===== src/rtl/ls_unit.sv =====
// Load/store execution unit: takes one memory op from the LS queue head,
// drives a single-port data memory and reports completion/load results.
module ls_unit #(
    parameter int XLEN        = 32,
    parameter int ROB_TAG_LEN = 5
) (
    input  logic                   clk,
    input  logic                   reset,
    input  logic                   flush,
    input  logic                   req_valid,
    input  logic                   req_read,
    input  logic [ROB_TAG_LEN-1:0] req_rob_tag,
    input  logic [XLEN-1:0]        req_base,
    input  logic [XLEN-1:0]        req_data,
    input  logic [XLEN-1:0]        req_imm,
    input  logic [1:0]             req_size,
    input  logic                   req_unsigned,
    output logic                   busy,
    output logic                   mem_req_valid,
    input  logic                   mem_req_ready,
    output logic                   mem_wr_en,
    output logic [XLEN-1:0]        mem_addr,
    output logic [3:0]             mem_byte_en,
    output logic [XLEN-1:0]        mem_wdata,
    input  logic                   mem_resp_valid,
    input  logic [XLEN-1:0]        mem_rdata,
    output logic                   done,
    output logic                   cdb_valid,
    output logic [ROB_TAG_LEN-1:0] cdb_tag,
    output logic [XLEN-1:0]        cdb_data,
    output logic                   exc_misalign
);

    typedef enum logic [2:0] {IDLE, REQ, WAIT, DONE, DRAIN} state_t;

    state_t                 state_q;
    logic                   read_q, unsigned_q, kill_q;
    logic [1:0]             size_q, off_q;
    logic [ROB_TAG_LEN-1:0] tag_q;
    logic                   mem_req_valid_q, mem_wr_en_q;
    logic [XLEN-1:0]        mem_addr_q, mem_wdata_q;
    logic [3:0]             mem_byte_en_q;
    logic                   done_q, cdb_valid_q, exc_q;
    logic [ROB_TAG_LEN-1:0] cdb_tag_q;
    logic [XLEN-1:0]        cdb_data_q;

    logic [XLEN-1:0] addr_d, wdata_d, shifted_d, ext_d;
    logic [3:0]      be_d;
    logic            mis_d;

    assign addr_d = req_base + req_imm;

    always_comb begin
        mis_d   = 1'b0;
        be_d    = 4'b1111;
        wdata_d = req_data;
        unique case (req_size)
            2'b00: begin
                be_d    = 4'b0001 << addr_d[1:0];
                wdata_d = {4{req_data[7:0]}};
            end
            2'b01: begin
                mis_d   = addr_d[0];
                be_d    = addr_d[1] ? 4'b1100 : 4'b0011;
                wdata_d = {2{req_data[15:0]}};
            end
            2'b10: mis_d = |addr_d[1:0];
            default: mis_d = 1'b1;
        endcase
    end

    assign shifted_d = mem_rdata >> {off_q, 3'b000};

    always_comb begin
        ext_d = shifted_d;
        unique case (size_q)
            2'b00: ext_d = {{(XLEN-8){~unsigned_q & shifted_d[7]}},
                            shifted_d[7:0]};
            2'b01: ext_d = {{(XLEN-16){~unsigned_q & shifted_d[15]}},
                            shifted_d[15:0]};
            default: ext_d = shifted_d;
        endcase
    end

    always_ff @(posedge clk) begin
        if (reset) begin
            state_q         <= IDLE;
            read_q          <= 1'b0;
            unsigned_q      <= 1'b0;
            kill_q          <= 1'b0;
            size_q          <= 2'b00;
            off_q           <= 2'b00;
            tag_q           <= '0;
            mem_req_valid_q <= 1'b0;
            mem_wr_en_q     <= 1'b0;
            mem_addr_q      <= '0;
            mem_byte_en_q   <= 4'b0000;
            mem_wdata_q     <= '0;
            done_q          <= 1'b0;
            cdb_valid_q     <= 1'b0;
            exc_q           <= 1'b0;
            cdb_tag_q       <= '0;
            cdb_data_q      <= '0;
        end else begin
            done_q      <= 1'b0;
            cdb_valid_q <= 1'b0;
            exc_q       <= 1'b0;
            unique case (state_q)
                IDLE: begin
                    if (req_valid && !flush) begin
                        read_q        <= req_read;
                        unsigned_q    <= req_unsigned;
                        size_q        <= req_size;
                        off_q         <= addr_d[1:0];
                        tag_q         <= req_rob_tag;
                        kill_q        <= 1'b0;
                        mem_wr_en_q   <= ~req_read;
                        mem_addr_q    <= {addr_d[XLEN-1:2], 2'b00};
                        mem_byte_en_q <= be_d;
                        mem_wdata_q   <= wdata_d;
                        if (mis_d) begin
                            state_q     <= DONE;
                            done_q      <= 1'b1;
                            exc_q       <= 1'b1;
                            cdb_valid_q <= req_read;
                            cdb_tag_q   <= req_rob_tag;
                            cdb_data_q  <= '0;
                        end else begin
                            state_q         <= REQ;
                            mem_req_valid_q <= 1'b1;
                        end
                    end
                end
                REQ: begin
                    if (flush && read_q) begin
                        state_q         <= IDLE;
                        mem_req_valid_q <= 1'b0;
                    end else begin
                        // A flushed store is already committed; finish it silently.
                        if (flush) kill_q <= 1'b1;
                        if (mem_req_ready) begin
                            state_q         <= WAIT;
                            mem_req_valid_q <= 1'b0;
                        end
                    end
                end
                WAIT: begin
                    if (mem_resp_valid) begin
                        if (kill_q || flush) begin
                            state_q <= IDLE;
                        end else begin
                            state_q     <= DONE;
                            done_q      <= 1'b1;
                            cdb_valid_q <= read_q;
                            if (read_q) begin
                                cdb_tag_q  <= tag_q;
                                cdb_data_q <= ext_d;
                            end
                        end
                    end else if (flush) begin
                        if (read_q) state_q <= DRAIN;
                        else        kill_q  <= 1'b1;
                    end
                end
                DONE: state_q <= IDLE;
                DRAIN: begin
                    if (mem_resp_valid) state_q <= IDLE;
                end
                default: state_q <= IDLE;
            endcase
        end
    end

    assign busy          = (state_q != IDLE);
    assign mem_req_valid = mem_req_valid_q;
    assign mem_wr_en     = mem_wr_en_q;
    assign mem_addr      = mem_addr_q;
    assign mem_byte_en   = mem_byte_en_q;
    assign mem_wdata     = mem_wdata_q;
    assign done          = done_q & ~flush;
    assign cdb_valid     = cdb_valid_q & ~flush;
    assign cdb_tag       = cdb_tag_q;
    assign cdb_data      = cdb_data_q;
    assign exc_misalign  = exc_q & ~flush;

endmodule


===== config.mk =====
export PLATFORM = sky130hd
export DESIGN_NAME = ls_unit
export DESIGN_NICKNAME = d
export VERILOG_FILES = /design/src/rtl/ls_unit.sv
export SDC_FILE = /design/constraint.sdc
export NUM_CORES = 1
export LEC_CHECK = 0
export ABC_AREA = 1
export ABC_CLOCK_PERIOD_IN_PS = 2100
export CAP_MARGIN = 20
export CORE_UTILIZATION = 47
export DETAILED_ROUTE_END_ITERATION = 6
export PLACE_DENSITY = 0.86
export SYNTH_ARGS = -nofsm -noshare
export SYNTH_HDL_FRONTEND = slang
export SYNTH_SLANG_ARGS = --single-unit

===== constraint.sdc =====
create_clock -name clk -period 2.1 [get_ports clk]
set_clock_uncertainty 0.1 [all_clocks]
set_input_delay 0.21 -clock clk [delete_from_list [all_inputs] [get_ports clk]]
set_output_delay 0.21 -clock clk [all_outputs]
set_load 0.01 [all_outputs]

## Yosys cells after proc, flatten, opt, wreduce, memory -nomap -nowiden

Cells that the tools add are included.

| word-level totals | value |
|---|---|
| register bits after elaboration | 123 |
| output and inout port bits | 111 |
| logic and storage cells | 117 |

| cells by class | value |
|---|---|
| add/subtract/negate cells | 1 |
| shift operators | 2 |
| mux-type cells | 49 |
| bitwise operators | 9 |
| reduce and logical (&&, ||, !) cells | 18 |
| eq/ne operators | 21 |

Operators with widths:

| operator | number |
|---|---|
| 32-bit case mux with 2 select lines | 3 |
| 32-bit two-way mux | 5 |
| 32-bit adder | 1 |
| 32-bit by 5-bit >> shifter with 32-bit output | 1 |
| 5-bit two-way mux | 5 |
| 2-bit inequality test (second input constant) | 12 |
| 3-bit two-way mux | 7 |
| 1-bit two-way mux | 18 |
| 3-bit case mux with 4 select lines | 1 |
| 5-bit case mux with 2 select lines | 1 |
| 3-bit inequality test (second input constant) | 3 |
| 4-bit case mux with 2 select lines | 1 |
| 7-bit AND reduction | 1 |
| 1-bit case mux with 2 select lines | 3 |
| 1-bit case mux with 3 select lines | 2 |
| 6-bit AND reduction | 1 |
| 3-bit nonzero test | 2 |
| 1-bit AND | 5 |
| 5-bit AND reduction | 1 |
| 2-bit by 1-bit equality test with 1-bit output (second input constant) | 2 |
| 2-bit zero test | 2 |
| 2-bit two-way mux | 2 |
| 4-bit two-way mux | 1 |
| 1-bit inverter | 4 |
| other kinds (13) | 16 |

## Longest topological paths before layout

Gate-level depths: netlist (run 1).

| depth | value |
|---|---|
| word-level depth | 7 |
| depth in mapped cells | 13 |
| depth with buffers taken out | 13 |

## Least setup slack after synthesis (run 1)

Ideal clock, no wire load.

| timing path | value |
|---|---|
| path type | in2reg |
| from | in req_base[0] |
| to | reg cdb_tag_q[2] (netlist: cdb_tag[2]) |
| path buffers | 1 |
| required time | 1.881 ns |
| arrival time | 1.625 ns |
| setup slack | 0.256 ns |
| stages on the path | 10 |
| setup time | 0.119 ns |
| path through | ha_1 -> fa_1 -> inv_1 -> nand2_1 -> nand2_1 -> nand2_1 -> nand3_2 -> buf_4 -> o21ai_0 -> a21oi_1 |

| between the ends | value |
|---|---|
| cells in the longest elaborated chain, start to end | 5 |

RTL lines:

| element | line | source |
|---|---|---|
| start, declared | 13 | `input logic [XLEN-1:0] req_base,` |
| 32-bit adder | 51 | `assign addr_d = req_base + req_imm;` |
| named net addr_d[1] | 47 | `logic [XLEN-1:0] addr_d, wdata_d, shifted_d, ext_d;` |
| 2-bit OR reduction | 67 | `2'b10: mis_d = \|addr_d[1:0];` |
| 1-bit case mux with 3 select lines | 57 | `unique case (req_size)` |
| 2-bit inequality test (no line) | n/a |  |
| 6-bit AND reduction (no line) | n/a |  |
| end signal, assigned | 126 | `cdb_tag_q <= req_rob_tag;` |
| end signal, assigned | 156 | `cdb_tag_q <= tag_q;` |
| end, declared | 44 | `logic [ROB_TAG_LEN-1:0] cdb_tag_q;` |

The timed path passes the listed nets, and every way through them passes these cells.
A chain may end at the register's enable or synchronous reset.

## Worst setup path after layout (run 1)

| timing path | value |
|---|---|
| from | reg state_q[2] |
| to | out busy |

| between the ends | value |
|---|---|
| cells in the longest elaborated chain, start to end | 1 |

RTL lines:

| element | line | source |
|---|---|---|
| start, declared | 36 | `state_t state_q;` |
| start signal, assigned | 87 | `state_q <= IDLE;` |
| start signal, assigned | 122 | `state_q <= DONE;` |
| start signal, assigned | 129 | `state_q <= REQ;` |
| 3-bit nonzero test | 174 | `assign busy = (state_q != IDLE);` |
| end, declared | 18 | `output logic busy,` |

No other way between the ends.

==> results of run 1 <==
==> worst max-delay path by stage <==
stage                            startpoint                         to  cells after the start
finish              state_q[2]$_SDFFE_PP0P_                       busy                      5
global route                    req_base[0]  cdb_data[20]$_SDFFE_PP0P_                     11
CTS                             req_base[0]  cdb_data[23]$_SDFFE_PP0P_                     11
detailed placement              req_base[0]  cdb_data[27]$_SDFFE_PP0P_                     11
global placement                req_base[0]  cdb_data[21]$_SDFFE_PP0P_                     11
floorplan                       req_base[0]    cdb_tag[2]$_SDFFE_PP0P_                     10
==> placed cells by master, fill, tap and decap left out, drive strengths merged, types with 2 or more instances in the layout <==
| cell type | netlist | routed |
|---|---|---|
| o21a | 2 | 2 |
| conb | 1 | 2 |
| o21bai | 4 | 4 |
| inv | 176 | 177 |
| o22ai | 4 | 4 |
| o21ai | 108 | 108 |
| bufinv | 0 | 5 |
| xor2 | 13 | 13 |
| ha | 31 | 31 |
| nand2 | 402 | 402 |
| nor2 | 141 | 141 |
| nor3 | 3 | 3 |
| nand3 | 74 | 74 |
| clkbuf | 26 | 17 |
| dfxtp | 123 | 123 |
| clkinvlp | 0 | 3 |
| clkdlybuf4s50 | 0 | 250 |
| mux2i | 7 | 7 |
| clkinv | 0 | 6 |
| a31oi | 6 | 6 |
| and2 | 2 | 2 |
| xnor2 | 2 | 2 |
| buf | 30 | 78 |
| nand4 | 4 | 4 |
| a21oi | 127 | 127 |
==> report_power, final <==
| group | switching, W | leakage (nW) | internal [W] |
|---|---|---|---|
| Clock | 0.00113 | 0.309 | 0.00211 |
| Combinational | 0.00221 | 4.24 | 0.00178 |
| Sequential | 0.000228 | 1.00 | 0.00271 |
| Total | 0.00357 | 5.55 | 0.00660 |
==> metal layers <==
layer	global-route usage, %	vias to the layer above
li1	-	4674
met4	7.558	0
met1	36.75	4154
met2	51.06	401
met3	8.642	46
met5	0	-
==> kinds of logic after synthesis <==
logic type	Yosys count	share of synthesized area (%)
flip-flops	123	31.13
multiplexers	7	0.8860
other	1	0.04742
XOR/XNOR	15	1.661
buffers and inverters	232	11.94
AO/OA/AOI/OAI	256	16.77
AND/OR/NAND/NOR	627	32.40
adder cells (fa/ha/maj)	32	5.157
==> through the flow <==
| step | hold WS, ns | cell area, um^2 | TNS (ns) |
|---|---|---|---|
| 6_report | 0.2687 | 11740 | 0 |
| 2_1_floorplan | 0.2674 | 7913 | 0 |
| 4_1_cts | 0.2350 | 11700 | 0 |
| 5_1_grt | 0.2611 | 11740 | 0 |
| 3_5_place_dp | 0.3493 | 11050 | -20.48 |
| 3_3_place_gp | 0.3390 | 11050 | -18.06 |
==> layout make-up <==
cell class              instances  area [um^2]  share of cell area [%]
repair buffers                328         3164                   26.95
clock buffers                  17        425.4                   3.623
flip-flops and latches        123         2462                   20.97
well taps                     220        275.3                   2.344
multi-input cells             939         4531                   38.59
inverters                     176        660.6                   5.627
clock inverters                15        222.7                   1.897
==> registers in the layout, summed over array words and instances (netlist names), 2 cells and up <==
register	count
mem_addr	30
mem_byte_en	4
off_q	2
mem_wdata	32
cdb_data	32
cdb_tag	5
state_q	3
size_q	2
tag_q	5
==> worst max-delay path, cell delays in order (launching register included) <==
cell             delay, ns
dfxtp_1               0.39
inv_2                 0.07
nand2_2               0.12
nor2_4                0.07
inv_1                 0.10
clkdlybuf4s50_1       0.57
==> what timing repair did <==
action	CTS	global route
setup endpoints to repair	4	42
gates cloned	0	0
pin swaps	0	2
resized for setup	1	10
==> results.yml, run 1 <==
floorplan:
  core_um2: 16520
  rows: 47
  start_util_pct: 47.86
  io_pins: 254
  die_y_um: 131.7
  die_area_um2: 17350
  dieWidth_um: 131.7
place:
  dpl.hpwl_um: 19370
  dpl_worst_slack_ns: -0.4132
  gp_congestion: 0.9342
  io_buffers: 251
  place_inst: 1786
timing:
  hold_viol_final: 0
  period_share_pct: 96.92
  setup_viol: 0
  rsz0062_at_grt: "no"
  fmax_mhz: 491.3
  finalCriticalPeriod_ns: 2.035
  slew_viol_final: 0
  setup_ws_ns: 0.06475
worst_setup_path:
  r2r_start: "state_q[1]$_SDFFE_PP0P_"
  path_class: "reg -> out"
  rrSetupSlack_ns: 0.17
  worstPathArrival_ns: 1.73
  cp-start-kind: "register"
  r2r_end: "cdb_data[28]$_SDFFE_PP0P_"
  r2r_cells: 11
  crit_path_end_kind: "output port"
  critPathRequiredTime_ns: 1.79
  path_max_fanout: 5
hold_path:
  holdPathStages: 3
  min_from: "reset"
  hold_end: "exc_q$_SDFF_PP0_"
  hold_class: "in -> reg"
route:
  dr_wl_met3_um: 2319
  first_iter_violations: 669
  drc: 0
  wl_per_cell_um: 14.13
  postRouteAntennaNets: 0
  wl_met2_um: 11890
  vias: 9275
  wl_met1_um: 10970
  vias_per_cell: 5.102
  wirelength_um: 25700
  top_layer: "met4"
  dr.pass1.iters: 6
yosys:
  synth_top_cells_by_count: "nand2_1 (395), inv_1 (168), nor2_1 (138), a21oi_1 (127), dfxtp_1 (123)"
  synthCells: 1293
  synth.area.top_cells: "dfxtp_1 (31%), nand2_1 (19%), a21oi_1 (8.0%), inv_1 (8.0%), nor2_1 (6.5%)"
  synth.distinct_cells: 40
  ys.flop_type: "dfxtp_1"
  ys_seq_area_share_pct: 31.13
  synth_top_area_cell: "dfxtp_1"
  yosysWarningCount: 0
  synth_area_um2: 7909
  synth_edf_count: 0
  yosysMostFrequentCell: "nand2_1"
  avgSynthCellArea_um2: 6.117
  ys_async_sr_fraction_pct: 0
  synth-seq-cells: 123
  netlist.area_leader.share_pct: 31.13
clock_network:
  postCtsSetupBuffers: 0
  ctsHoldBuffers: 0
  clk_latency_ns: 0.40
  htree_levels: 4
  cts_tree: "yes"
  clk_root_buffer_cell: "clkbuf_16"
  clock-sinks: 123
  clockBufferDepth: 2
  cts_buffers: 17
  clk_pin_slew_ns: 0.06
pwr:
  power_w: 0.01017
  vdd_drop_max_mv: 0.7065
  leakage_nw: 5.552
  power_density_nw_per_um2: 866.0
global_route:
  overflow: 0
  first_global_vias: 8859
  grt_max_degree: 84
  grt_use_total_pct: 29.90
  antenna_found_initial: 0
  grt_pass1_wl_um: 42080
finish:
  fillers: 1381
  fin_util_pct: 71.05
  nets: 1760
  syn_to_final_growth_pct: 48.46
  fin_cells: 1818
  drive_gt1_share_pct: 8.636
  n_antenna_cell: 0
run:
  cap_viol_max_count: 0
outcome:
  outcome: "complete, no violations"
Note: power is estimated with default switching activity, not from simulation.
==> inputs of run 2 (changes only) <==
--- a/config.mk
+++ b/config.mk
@@ -8,9 +8,11 @@
 export ABC_AREA = 1
 export ABC_CLOCK_PERIOD_IN_PS = 2100
 export CAP_MARGIN = 20
-export CORE_UTILIZATION = 47
+export CELL_PAD_IN_SITES_DETAIL_PLACEMENT = 1
+export CELL_PAD_IN_SITES_GLOBAL_PLACEMENT = 1
+export CORE_UTILIZATION = 32
 export DETAILED_ROUTE_END_ITERATION = 6
-export PLACE_DENSITY = 0.86
+export PLACE_DENSITY = 0.87
 export SYNTH_ARGS = -nofsm -noshare
 export SYNTH_HDL_FRONTEND = slang
 export SYNTH_SLANG_ARGS = --single-unit
==> run 2 against run 1 <==
Effect of this change: register-to-register slack improved by 0.05 ns; first-iteration DRC count decreased by 31%; combinational power rose by 9.0%; maximum frequency shrank 0.67%; largest cell class unchanged; wire length increased by 25%; core utilization fell by 21 points.
==> results.yml, run 2 (synthesis gave the netlist of run 1 again) <==
timing:
  setup_viol: 0
  hold_viol_final: 0
  fmax_mhz: 488.1
  rsz0062_at_grt: "yes"
  finalCriticalPeriod_ns: 2.049
  slew_viol_final: 0
  period_share_pct: 97.57
  setup_ws_ns: 0.05107
pwr:
  p_int_w: 0.006574
  power_density_nw_per_um2: 868.6
  seqPwrFrac_pct: 28.4
  vdd_drop_max_mv: 0.4081
  switching_share_pct: 37.06
  combPwrFrac_pct: 41.7
  leakage_nw: 5.633
  p_switching_w: 0.003871
  pwr-share-clk_pct: 29.9
  power_w: 0.01044
hold_path:
  hold_class: "in -> reg"
finish:
  nets: 1771
  final_cell_area_um2: 12020
  fin_util_pct: 49.59
  fin_cells: 1934
  final_cell_mix: "nand2_1 (393), clkdlybuf4s50_1 (248), inv_1 (168)"
  syn_to_final_growth_pct: 52.03
  final_common_cell: "nand2_1"
  drive_gt1_share_pct: 9.323
worst_setup_path:
  rrSetupSlack_ns: 0.22
  critPathRequiredTime_ns: 2.30
  path_class: "in -> reg"
  crit_path_end_kind: "register"
  worstPathArrival_ns: 2.25
  cp-start-kind: "input port"
  path_max_fanout: 3
place:
  gp_congestion: 0.9269
  io_buffers: 251
  dpl-instance-area_um2: 11270
  place_inst: 1895
  dpl.hpwl_um: 25070
  dpl_worst_slack_ns: -0.4150
clock_network:
  clk_pin_slew_ns: 0.06
  cts_buffers: 17
  clock-sinks: 123
  clk_root_buffer_cell: "clkbuf_16"
  htree_levels: 4
  clk_latency_ns: 0.41
  cts_tree: "yes"
  clockBufferDepth: 2
global_route:
  antenna_found_initial: 1
  grt_max_degree: 84
  grt_pass1_wl_um: 49670
  overflow: 0
  first_global_vias: 9565
  grt_use_total_pct: 24.73
run:
  cap_viol_max_count: 0
route:
  wl_per_cell_um: 16.64
  vias: 9516
  wirelength_um: 32190
  dr.pass1.iters: 5
  drc: 0
  vias_per_cell: 4.920
  first_iter_violations: 464
  postRouteAntennaNets: 0
floorplan:
  rows: 57
  io_pins: 254
  dieWidth_um: 159.2
  core_um2: 24250
  die_area_um2: 25350
  start_util_pct: 32.62
  die_y_um: 159.2
outcome:
  outcome: "complete, no violations"
==> run 2: changes by cell type in the layout (fill, tap and decap cells not counted), sizes merged, moves of 3 or more <==
cell    change
buf         +8
inv         +5
clkbuf      +3
clkinv      -4
==> run 2: power by group through the flow <==
stage               clock [W]  combinational (W)  sequential, W
floorplan                   0            0.00215        0.00307
global placement            0            0.00396        0.00300
detailed placement          0            0.00411        0.00301
CTS                   0.00319            0.00415        0.00297
global route          0.00328            0.00475        0.00301
finish                0.00312            0.00436        0.00297
==> run 2: critical path: stages <==
cell             delay (ns)
clkdlybuf4s50_1        0.47
buf_4                  0.16
ha_1                   0.28
nand2_1                0.08
a21oi_1                0.28
nand3_1                0.16
nand3_1                0.21
nand2_1                0.11
nand3_1                0.10
nand2_1                0.05
nor2_1                 0.09
nor2_1                 0.05
==> run 2: what timing repair did <==
item | 4_1_cts | 5_1_grt
gates resized for setup | 0 | 12
endpoints found under the setup margin | 0 | 45
hold buffers | 0 | 0
buffers inserted | 0 | 2
==> run 2: path summary, 6_finish.rpt <==
check,startpoint,end,cells past startpoint
max,req_imm[1],mem_addr[27]$_SDFFE_PP0P_,12
min,reset,exc_q$_SDFF_PP0_,3
max reg2reg,state_q[0]$_SDFFE_PP0P_,mem_wdata[23]$_SDFFE_PP0P_,11
min reg2reg,cdb_tag[3]$_SDFFE_PP0P_,cdb_tag[3]$_SDFFE_PP0P_,2
==> run 2: cell type report <==
type	instances	area, um^2
repair buffers	338	3321
diodes	1	2.502
flip-flops and latches	123	2464
fillers	3166	12220
multi-input cells	940	4549
clock inverters	14	182.7
inverters	176	660.6
well taps	324	405.4
clock buffers	18	439.2
==> run 2: metal layers <==
| metal | part of all wire (%) | track usage (%) |
|---|---|---|
| met4 | 3.2 | 9.091 |
| met2 | 50 | 45.26 |
| met1 | 43 | 29.20 |
| met5 | 0 | 0 |
| met3 | 4.0 | 3.438 |
==> run 2: per-stage QoR <==
| stage | hold WS (ns) | TNS, ns |
|---|---|---|
| final | 0.2059 | 0 |
| after global routing | 0.2542 | 0 |
| after CTS | 0.2193 | 0 |
| after detailed placement | 0.3517 | -21.98 |
| after global placement | 0.3366 | -17.43 |
| after floorplan | 0.2674 | 0 |
==> inputs of run 3 (changes only) <==
--- a/config.mk
+++ b/config.mk
@@ -12,7 +12,7 @@
 export CELL_PAD_IN_SITES_GLOBAL_PLACEMENT = 1
 export CORE_UTILIZATION = 32
 export DETAILED_ROUTE_END_ITERATION = 6
-export PLACE_DENSITY = 0.87
+export PLACE_DENSITY_LB_ADDON = 0.05
 export SYNTH_ARGS = -nofsm -noshare
 export SYNTH_HDL_FRONTEND = slang
 export SYNTH_SLANG_ARGS = --single-unit
==> run 3 against run 2 <==
Effect of this change: count of clock-buffer cells in the layout rose by 4; global-route usage fell by 1.5 points; core utilization fell by 0.35 points; flip-flop and latch count did not move; worst hold slack improved by 0.054 ns; critical path depth fell by 1; sequential power fell by 1%; wire length fell by 9.7%; cell count fell by 0.26%; largest power group unchanged; via count fell by 4.5%.
==> results.yml, run 3 (synthesis gave the netlist of run 1 again) <==
outcome:
  outcome: "complete, no violations"
worst_setup_path:
  r2r_cells: 11
  rrSetupSlack_ns: 0.20
  cp-start-kind: "input port"
  r2r_start: "state_q[1]$_SDFFE_PP0P_"
  r2r_end: "cdb_data[10]$_SDFFE_PP0P_"
  worstPathArrival_ns: 2.22
  critPathRequiredTime_ns: 2.28
  path_max_fanout: 8
  path_class: "in -> reg"
  cp-startpoint: "req_base[0]"
  crit_path_end_kind: "register"
hold_path:
  min_from: "reset"
  hold_end: "cdb_data[5]$_SDFFE_PP0P_"
  hold_class: "in -> reg"
  holdPathStages: 3
clock_network:
  cts_tree: "yes"
  ctsHoldBuffers: 0
  clk_pin_slew_ns: 0.06
  clk_latency_ns: 0.41
  clk_root_buffer_cell: "clkbuf_16"
  clockBufferDepth: 2
  cts_buffers: 17
  htree_levels: 4
  postCtsSetupBuffers: 0
  clock-sinks: 123
pwr:
  power_density_nw_per_um2: 862.0
  power_w: 0.01029
  leakage_nw: 5.607
  vdd_drop_max_mv: 0.4861
route:
  postRouteAntennaNets: 0
  wirelength_um: 29080
  first_iter_violations: 291
  dr.pass1.iters: 4
  vias_per_cell: 4.713
  drc: 0
  wl_per_cell_um: 15.08
  vias: 9092
floorplan:
  core_um2: 24250
  die_y_um: 159.2
  rows: 57
  io_pins: 254
  start_util_pct: 32.62
  dieWidth_um: 159.2
  die_area_um2: 25350
timing:
  hold_viol_final: 0
  fmax_mhz: 490.2
  setup_viol: 0
  finalCriticalPeriod_ns: 2.040
  period_share_pct: 97.14
  max_slew.worst_pin.slew_ns: 0.4992
  rsz0062_at_grt: "no"
  slew_headroom_pct: 66.69
  hold_ws_ns: 0.2595
  slew_viol_final: 0
place:
  dpl.hpwl_um: 23180
  gp_congestion: 0.8497
  io_buffers: 251
global_route:
  grt_max_degree: 84
  grt_pass1_wl_um: 47280
  first_global_vias: 9456
  grt_use_total_pct: 23.20
  antenna_found_initial: 0
  overflow: 0
finish:
  drive_gt1_share_pct: 9.097
  nets: 1767
  n_antenna_cell: 0
  syn_to_final_growth_pct: 50.96
  final_common_cell: "nand2_1"
  final_cell_mix: "nand2_1 (390), clkdlybuf4s50_1 (249), inv_1 (167)"
run:
  cap_viol_max_count: 0
[run 3: worst max-delay path: stages]
cell and delay [ns]:
clkdlybuf4s50_1 0.43, ha_2 0.20, fa_2 0.59, inv_2 0.07, nand2_2 0.09, nand2_2 0.06, nand2_2 0.07, nand3_4 0.16
buf_12 0.19, nand2_1 0.07, a21oi_1 0.07
[run 3: timing repair]
action,in CTS,in global routing
gates resized for setup,6,10
setup endpoints to repair,35,33
gates cloned,0,1
pin swaps,1,3
[run 3: area by class of cell]
| type | instances | area [um^2] |
|---|---|---|
| Tap cell | 324 | 405.4 |
| Fill cell | 3200 | 12310 |
| Multi-Input combinational cell | 939 | 4531 |
| Timing Repair Buffer | 335 | 3233 |
| Clock inverter | 10 | 162.7 |
| Sequential cell | 123 | 2462 |
| Clock buffer | 22 | 484.2 |
| Inverter | 176 | 660.6 |
[run 3: how the worst max path moves through the flow]
stage                                      to  slack (ns)  depth (start not counted)
floorplan             cdb_tag[2]$_SDFFE_PP0P_        0.26                         10
global placement    cdb_data[18]$_SDFFE_PP0P_       -0.42                         11
CTS                                      busy       0.001                          5
global route        cdb_data[11]$_SDFFE_PP0P_       0.005                         11
detailed placement  cdb_data[26]$_SDFFE_PP0P_       -0.50                         11
finish              cdb_data[12]$_SDFFE_PP0P_        0.06                         11
[run 3: report_power, final]
part | switching, W | internal [W] | leakage, nW
logic | 0.00229 | 0.00184 | 4.29
clock network | 0.00111 | 0.00211 | 0.312
registers | 0.000222 | 0.00271 | 1.00
total | 0.00363 | 0.00667 | 5.61
[run 3: stage by stage]
| stage | setup slack [ns] | utilization [%] | instances | setup TNS [ns] | area [um^2] |
|---|---|---|---|---|---|
| global route | 0.005370 | 49.24 | 1929 | 0 | 11940 |
| floorplan | 0.2561 | - | 1294 | 0 | 7913 |
| global placement | -0.4234 | 46.25 | 1896 | -21.35 | 11210 |
| CTS | 0.0009980 | 49.01 | 1928 | 0 | 11890 |
| detailed placement | -0.5007 | 46.25 | 1896 | -26.17 | 11210 |
| finish | 0.06008 | 49.24 | 1929 | 0 | 11940 |
[run 3: routing by layer]
layer / wire length [um] / up-vias / global-route usage, %
met1: 13600 / 4209 / 28.83
li1: - / 4690 / -
met5: 0 / - / 0
met4: 247 / 0 / 4.895
met3: 1856 / 13 / 6.955
met2: 13390 / 180 / 39.45
